File: src/rtl/fft_bitrev_pingpong_buffer.sv
// Ping-pong reorder buffer in front of the radix-2 FFT core: stores each N-sample frame
// at bit-reversed (or natural) addresses and replays it in address order on a registered stream.
module fft_bitrev_pingpong_buffer #(
  parameter int N      = 16,
  parameter int DATA_W = 32,
  localparam int AW    = $clog2(N)
) (
  input  logic              clk,
  input  logic              rst,
  input  logic              flush_i,
  input  logic              bitrev_i,
  input  logic [DATA_W-1:0] s_re_i,
  input  logic [DATA_W-1:0] s_im_i,
  input  logic              s_valid_i,
  input  logic              s_last_i,
  output logic              s_ready_o,
  output logic [DATA_W-1:0] m_re_o,
  output logic [DATA_W-1:0] m_im_o,
  output logic              m_valid_o,
  input  logic              m_ready_i,
  output logic              m_last_o,
  output logic [AW-1:0]     m_index_o,
  output logic              err_o
);

  function automatic logic [AW-1:0] bitrev(input logic [AW-1:0] a);
    logic [AW-1:0] r;
    r = '0;
    for (int i = 0; i < AW; i++) begin
      r[i] = a[AW-1-i];
    end
    return r;
  endfunction

  logic [2*DATA_W-1:0] bank0_q [N];
  logic [2*DATA_W-1:0] bank1_q [N];

  logic              wr_bank_q, wr_bank_d;
  logic              rd_bank_q, rd_bank_d;
  logic [1:0]        full_q, full_d;
  logic [AW-1:0]     wcnt_q, wcnt_d;
  logic [AW-1:0]     rcnt_q, rcnt_d;
  logic              mode_q, mode_d;
  logic              s_ready_q, s_ready_d;
  logic [DATA_W-1:0] m_re_q, m_re_d;
  logic [DATA_W-1:0] m_im_q, m_im_d;
  logic              m_valid_q, m_valid_d;
  logic              m_last_q, m_last_d;
  logic [AW-1:0]     m_index_q, m_index_d;
  logic              err_q, err_d;

  logic                s_hs;
  logic                wr_en;
  logic                wr_mode;
  logic                wr_last;
  logic [AW-1:0]       wr_addr;
  logic                rd_load;
  logic                rd_last;
  logic [2*DATA_W-1:0] rd_word;

  assign s_hs    = s_valid_i & s_ready_q;
  assign wr_en   = s_hs & ~flush_i;
  // The mode is sampled live on the first word and taken from the latch afterwards.
  assign wr_mode = (wcnt_q == '0) ? bitrev_i : mode_q;
  assign wr_last = (wcnt_q == AW'(N-1));
  assign wr_addr = wr_mode ? bitrev(wcnt_q) : wcnt_q;
  assign rd_load = full_q[rd_bank_q] & (~m_valid_q | m_ready_i);
  assign rd_last = (rcnt_q == AW'(N-1));
  assign rd_word = rd_bank_q ? bank1_q[rcnt_q] : bank0_q[rcnt_q];

  // Sample storage; contents are don't-care until a bank is marked full.
  always_ff @(posedge clk) begin
    if (wr_en) begin
      if (wr_bank_q) begin
        bank1_q[wr_addr] <= {s_re_i, s_im_i};
      end else begin
        bank0_q[wr_addr] <= {s_re_i, s_im_i};
      end
    end
  end

  // Next-state logic for both write and read sides.
  always_comb begin
    wr_bank_d = wr_bank_q;
    rd_bank_d = rd_bank_q;
    full_d    = full_q;
    wcnt_d    = wcnt_q;
    rcnt_d    = rcnt_q;
    mode_d    = mode_q;
    m_re_d    = m_re_q;
    m_im_d    = m_im_q;
    m_valid_d = m_valid_q;
    m_last_d  = m_last_q;
    m_index_d = m_index_q;
    err_d     = 1'b0;
    s_ready_d = s_ready_q;
    if (flush_i) begin
      wr_bank_d = 1'b0;
      rd_bank_d = 1'b0;
      full_d    = 2'b00;
      wcnt_d    = '0;
      rcnt_d    = '0;
      mode_d    = 1'b0;
      m_re_d    = '0;
      m_im_d    = '0;
      m_valid_d = 1'b0;
      m_last_d  = 1'b0;
      m_index_d = '0;
      s_ready_d = 1'b0;
    end else begin
      if (s_hs) begin
        mode_d = wr_mode;
        err_d  = s_last_i ^ wr_last;
        if (wr_last) begin
          wcnt_d            = '0;
          full_d[wr_bank_q] = 1'b1;
          wr_bank_d         = ~wr_bank_q;
        end else begin
          wcnt_d = wcnt_q + AW'(1);
        end
      end else begin
        err_d = 1'b0;
      end
      if (rd_load) begin
        m_re_d    = rd_word[2*DATA_W-1:DATA_W];
        m_im_d    = rd_word[DATA_W-1:0];
        m_valid_d = 1'b1;
        m_index_d = rcnt_q;
        m_last_d  = rd_last;
        if (rd_last) begin
          rcnt_d            = '0;
          full_d[rd_bank_q] = 1'b0;
          rd_bank_d         = ~rd_bank_q;
        end else begin
          rcnt_d = rcnt_q + AW'(1);
        end
      end else if (m_ready_i) begin
        m_valid_d = 1'b0;
      end else begin
        m_valid_d = m_valid_q;
      end
      // Ready looks ahead at the post-edge bank state so it never lags a freed bank.
      s_ready_d = ~full_d[wr_bank_d];
    end
  end

  // Control and output registers.
  always_ff @(posedge clk or posedge rst) begin
    if (rst) begin
      wr_bank_q <= 1'b0;
      rd_bank_q <= 1'b0;
      full_q    <= 2'b00;
      wcnt_q    <= '0;
      rcnt_q    <= '0;
      mode_q    <= 1'b0;
      s_ready_q <= 1'b0;
      m_re_q    <= '0;
      m_im_q    <= '0;
      m_valid_q <= 1'b0;
      m_last_q  <= 1'b0;
      m_index_q <= '0;
      err_q     <= 1'b0;
    end else begin
      wr_bank_q <= wr_bank_d;
      rd_bank_q <= rd_bank_d;
      full_q    <= full_d;
      wcnt_q    <= wcnt_d;
      rcnt_q    <= rcnt_d;
      mode_q    <= mode_d;
      s_ready_q <= s_ready_d;
      m_re_q    <= m_re_d;
      m_im_q    <= m_im_d;
      m_valid_q <= m_valid_d;
      m_last_q  <= m_last_d;
      m_index_q <= m_index_d;
      err_q     <= err_d;
    end
  end

  assign s_ready_o = s_ready_q;
  assign m_re_o    = m_re_q;
  assign m_im_o    = m_im_q;
  assign m_valid_o = m_valid_q;
  assign m_last_o  = m_last_q;
  assign m_index_o = m_index_q;
  assign err_o     = err_q;

endmodule

File: config.mk
export PLATFORM = sky130hd
export DESIGN_NAME = fft_bitrev_pingpong_buffer
export DESIGN_NICKNAME = d
export VERILOG_FILES = /design/src/rtl/fft_bitrev_pingpong_buffer.sv
export SDC_FILE = /design/constraint.sdc
export NUM_CORES = 2
export LEC_CHECK = 0
export ABC_AREA = 1
export BUFFER_PORTS_ARGS = -buffer_cell sky130_fd_sc_hd__buf_4
export CORE_MARGIN = 10
export CORE_UTILIZATION = 34
export CTS_BUF_LIST = sky130_fd_sc_hd__clkbuf_8
export DETAILED_ROUTE_END_ITERATION = 10
export HOLD_SLACK_MARGIN = 0.02
export PLACE_DENSITY = 0.54
export SETUP_SLACK_MARGIN = 0.05
export SLEW_MARGIN = 20
export SYNTH_ARGS = -nofsm -noshare
export SYNTH_HDL_FRONTEND = slang
export SYNTH_SLANG_ARGS = --single-unit
File: constraint.sdc
create_clock -name clk -period 15.2 [get_ports clk]
set_clock_uncertainty 0.15 [all_clocks]
set_input_delay 2.28 -clock clk [delete_from_list [all_inputs] [get_ports clk]]
set_output_delay 2.28 -clock clk [all_outputs]
set_load 0.02 [all_outputs]
==> summary.md <==
| Metric | Value |
|---|---|
| Run status | complete, no violations |
| Cells after synthesis | approximately 8000 |
| Final total negative setup slack | 0 ps |
| Data required time of the critical path | 15970 ps |
| Worst R2R Start | rcnt_q[0] |
| Weighted congestion reported at the end of routability-driven placement | 0.776 |
| Stage delay of the slowest cell on the critical path | 790 ps |
| CP Launch Type | flop |
| Ordered cell list for the critical path | inv_8 -> buf_4 -> buf_12 -> buf_4 -> nand2_1 -> nand2_1 -> nand2_1 -> nand3_1 -> nand3_1 -> nand2_1 -> nand3_1 -> nand2_1 |
| Fraction of layout instances using a drive strength above 1 | 0.0878 |
| Number of post-CTS setup repair buffers | 0 |
| Endpoint of the most critical register-to-register path | m_im_o[8] |
| Number of optimization iterations in the first detailed-route pass | 6 |
| Slew headroom | 0.247 |
| Met2 wire length | 118000 um |
| TritonCTS Buffers | between 300 and 400 |
| Combined global-route utilization of all metal layers | 0.175 |
| Ys async rst share | 0.0398 |
| Number of antenna violations at the first check in global routing | 16 |
| Seq/Total Area, Yosys | 0.729 |
| Violation count after the first detailed-route iteration | between 5000 and 6000 |
| Top_reg_cell synth | sky130_fd_sc_hd__edfxtp_1 |
| Leading cell type by number of instances after synthesis | sky130_fd_sc_hd__nand2_1 |
| Reg-to-reg setup timing slack | 10050 ps |
| Fillcell total | between 20000 and 25000 |
| Clock root cell | sky130_fd_sc_hd__clkbuf_8 |
| Clock transition at path regs | 60 ps |
| Largest cells by area after synthesis | sky130_fd_sc_hd__edfxtp_1, sky130_fd_sc_hd__nand2_1, sky130_fd_sc_hd__nand3_1, sky130_fd_sc_hd__nor2_1, sky130_fd_sc_hd__dfrtp_1 |
| Top post-synthesis cells by count | sky130_fd_sc_hd__nand2_1, sky130_fd_sc_hd__edfxtp_1, sky130_fd_sc_hd__nand3_1, sky130_fd_sc_hd__nor2_1, sky130_fd_sc_hd__inv_1 |
| Xor and xnor area share after synthesis | 0.000301 |
| Via count of the first global-routing pass | ~55000 |
| Termination of the worst setup path | m_im_o[8] |
| Share of synthesized area spent on multiplexers | 0 |
| Share of the clock period used by the worst path | 0.339 |
| Routed length per placed instance | approximately 21 um |
| Stages on the worst setup path | 12 |
| Synth Area in Simple Gates | 0.203 |
| Worst path slowest cell | sky130_fd_sc_hd__buf_4 |
| Buffers plus inverters on the worst setup path | 4 |
| Count of clock tree sinks | 2133 |
| Post-DR vias/cell | between 4 and 5 |
| HPWL Detailed | around 130000 um |
| Number of placement rows | around 190 |
| Post-CTS Hold Buffers | 0 |
| Pin count of the biggest net entering global routing | roughly 200 |
| Detailed-route DRC error count | 0 |
| Critical path start-end classification | flop to flop |
| Synthesized-area fraction occupied by ao, oa, aoi and oai cells | 0.0252 |
| Average instance area after synthesis | between 10 and 15 um^2 |
| Leakage power total | around 38 nW |
| Max rail drop VDD | between 0.09 and 0.1 mV |
| Maximum level of the CTS H-tree | 5 |
| Warning count from the yosys run | 0 |
| Post-route met1 wirelength | 111000 um |
| Quantity of I/O buffers inserted on ports | about 140 |
| First-pass GRT wire length | roughly 370000 um |
| Vias after detailed routing | between 50000 and 60000 |
| Number of nets produced by synthesis | 7956 |
| Largest fanout of any net on the critical path | roughly 170 |
| Start point of the worst hold path | m_im_o[0] |
| Library cell appearing most often on the critical path | sky130_fd_sc_hd__nand2_1 |
| Max-capacitance violation count | 0 |
| Yosys top cell by area | sky130_fd_sc_hd__edfxtp_1 |
| Post-layout min period | approximately 5100 ps |
| Starting density of the core | 0.342 |
| Fraction of post-synthesis cell area in the top cell type by area | 0.705 |
| P&R area growth vs syn | 12.9% |
| Met3 routed WL | between 15000 and 20000 um |
| Number of gates given a new drive strength after cts | 0 |
| Final core utilization | 0.387 |
| Endpoints failing hold | 0 |
| Gr ovfl total | 0 |
| Maximum clock rate | ~0.19 GHz |
| Overall die width | between 500 and 600 um |
| Final setup fails | 0 |
| Top Layer Used | met5 |
| Post-route worst setup slack | slightly above 10000 ps |
| Total detailed-routing wirelength | around 250000 um |
| Worst setup path startpoint | rcnt_q[0] |
| Power per standard cell area | roughly 120 nW/um^2 |
| Number of flops mapped to enable cells by yosys | a little over 2000 |
| Worst-Skew Late Latency | between 1000 and 1500 ps |
| Unique cell type count in the Yosys netlist | 22 |
| Core Footprint | ~250000 um^2 |
| TritonCTS clock tree | yes |
| CTS Buffer Depth | 4 |
| Unrepaired setup endpoints after global routing | false |
| Die area | about 280000 um^2 |
| Yosys reg bits | 2133 |
| Arrival time of the worst setup path | a little under 6000 ps |
| CP top delay family | buffers and inverters |
| I/O pin cnt | 143 |
| Final Max Tran Viols | 0 |
| Final net count | 8126 |
| Die extent in y | roughly 530 um |
| Length in cells of the worst reg-to-reg path | 12 |
| Crit path capture type | flop |
| Synth Cell Area | about 87000 um^2 |
| Antenna viol nets, final | 0 |
| Overall power consumption | approximately 12 mW |
| Dominant combinational cell family by area after synthesis | simple AND/OR/NAND/NOR gates |
| Arithmetic-cell share of the synthesized area counting full adders, half adders and majority gates | 0.000430 |
| Worst-Margin Slew | 1130 ps |
| Type of the tightest min-delay check | flop to flop |
| Worst slack after detailed placement | 8990 ps |
through the flow:
stage          hold slack, ps  std cells  area [um^2]
6_report                  330      11710        98500
3_3_place_gp              320      11035        91600
3_5_place_dp              319      11037        91700
2_1_floorplan             367       7882        87300
5_1_grt                   350      11708        98500
4_1_cts                   336      11696        98400
power breakdown:
group | total [mW] | switching (mW) | internal (mW)
Sequential | 6.47 | 0.00987 | 6.46
Clock | 4.82 | 2.32 | 2.49
Combinational | 0.247 | 0.201 | 0.0461
Total | 11.5 | 2.54 | 9.00
worst reg2reg max path: stages (launching register included):
cell	delay (ps)
sky130_fd_sc_hd__dfrtp_4	750
sky130_fd_sc_hd__inv_8	750
sky130_fd_sc_hd__buf_4	790
sky130_fd_sc_hd__buf_12	650
sky130_fd_sc_hd__buf_4	930
sky130_fd_sc_hd__nand2_1	140
sky130_fd_sc_hd__nand2_1	90
sky130_fd_sc_hd__nand2_1	50
sky130_fd_sc_hd__nand3_1	130
sky130_fd_sc_hd__nand3_1	110
sky130_fd_sc_hd__nand2_1	110
sky130_fd_sc_hd__nand3_1	220
sky130_fd_sc_hd__nand2_1	130
cell type report:
type                    count  area, um^2  area share
flip-flops and latches   2133       63600       0.646
multi-input cells        4853       20200       0.205
clock buffers             406        5590      0.0567
well taps                3366        4210      0.0428
repair buffers            236        1980      0.0201
inverters                 453        1740      0.0177
clock inverters           253        1110      0.0113
diodes                     10        25.0    0.000254
cells in the final DEF (no fill, tap or decap), types with 2 or more instances in the layout:
| cell | instances |
|---|---|
| sky130_fd_sc_hd__clkbuf_8 | 406 |
| sky130_fd_sc_hd__edfxtp_1 | 2048 |
| sky130_fd_sc_hd__nand2_1 | 2634 |
| sky130_fd_sc_hd__nor2_1 | 834 |
| sky130_fd_sc_hd__nor2_4 | 33 |
| sky130_fd_sc_hd__bufinv_16 | 3 |
| sky130_fd_sc_hd__inv_8 | 4 |
| sky130_fd_sc_hd__clkinv_2 | 32 |
| sky130_fd_sc_hd__nor3_1 | 6 |
| sky130_fd_sc_hd__o22ai_1 | 2 |
| sky130_fd_sc_hd__buf_6 | 2 |
| sky130_fd_sc_hd__inv_6 | 5 |
| sky130_fd_sc_hd__clkinvlp_4 | 3 |
| sky130_fd_sc_hd__inv_4 | 2 |
| sky130_fd_sc_hd__clkinv_1 | 73 |
| sky130_fd_sc_hd__a21oi_1 | 130 |
| sky130_fd_sc_hd__nand3_1 | 899 |
| sky130_fd_sc_hd__ha_1 | 3 |
| sky130_fd_sc_hd__o21ai_0 | 304 |
| sky130_fd_sc_hd__dfrtp_1 | 81 |
| sky130_fd_sc_hd__xor2_1 | 2 |
| sky130_fd_sc_hd__inv_1 | 581 |
| sky130_fd_sc_hd__buf_16 | 4 |
| sky130_fd_sc_hd__buf_4 | 220 |
| sky130_fd_sc_hd__diode_2 | 10 |
| sky130_fd_sc_hd__o21ai_1 | 2 |
| sky130_fd_sc_hd__dfrtp_4 | 4 |
| sky130_fd_sc_hd__buf_12 | 9 |
sequential cells by signal, summed over array words and instances, names as in the netlist, 2 cells and up:
signal / count
m_re_o: 32
rcnt_q: 4
wcnt_q: 4
m_im_o: 32
bank1_q: 1024
m_index_o: 4
full_q: 2
bank0_q: 1024
worst min path at each step:
stage,to,cells past startpoint
finish,m_im_o[0],2
global route,m_re_o[27],2
global placement,m_re_o[20],2
detailed placement,m_im_o[0],2
floorplan,full_q[1],2
CTS,m_im_o[0],2
kinds of logic (layout without fill, tap and decap cells):
family / after synthesis / count (layout)
flops: 2133 / 2133
buf+inv: 896 / 1348
fa+ha+maj: 3 / 3
simple gates: 4408 / 4408
other cells: 0 / 10
xor+xnor: 3 / 3
compound gates: 439 / 439
routing by layer:
metal	vias up	global-route usage
met5	-	0
met4	10	0.0533
met3	451	0.0293
met2	1930	0.283
met1	28139	0.241
li1	26872	-
Note: power is estimated with default switching activity, not from simulation.
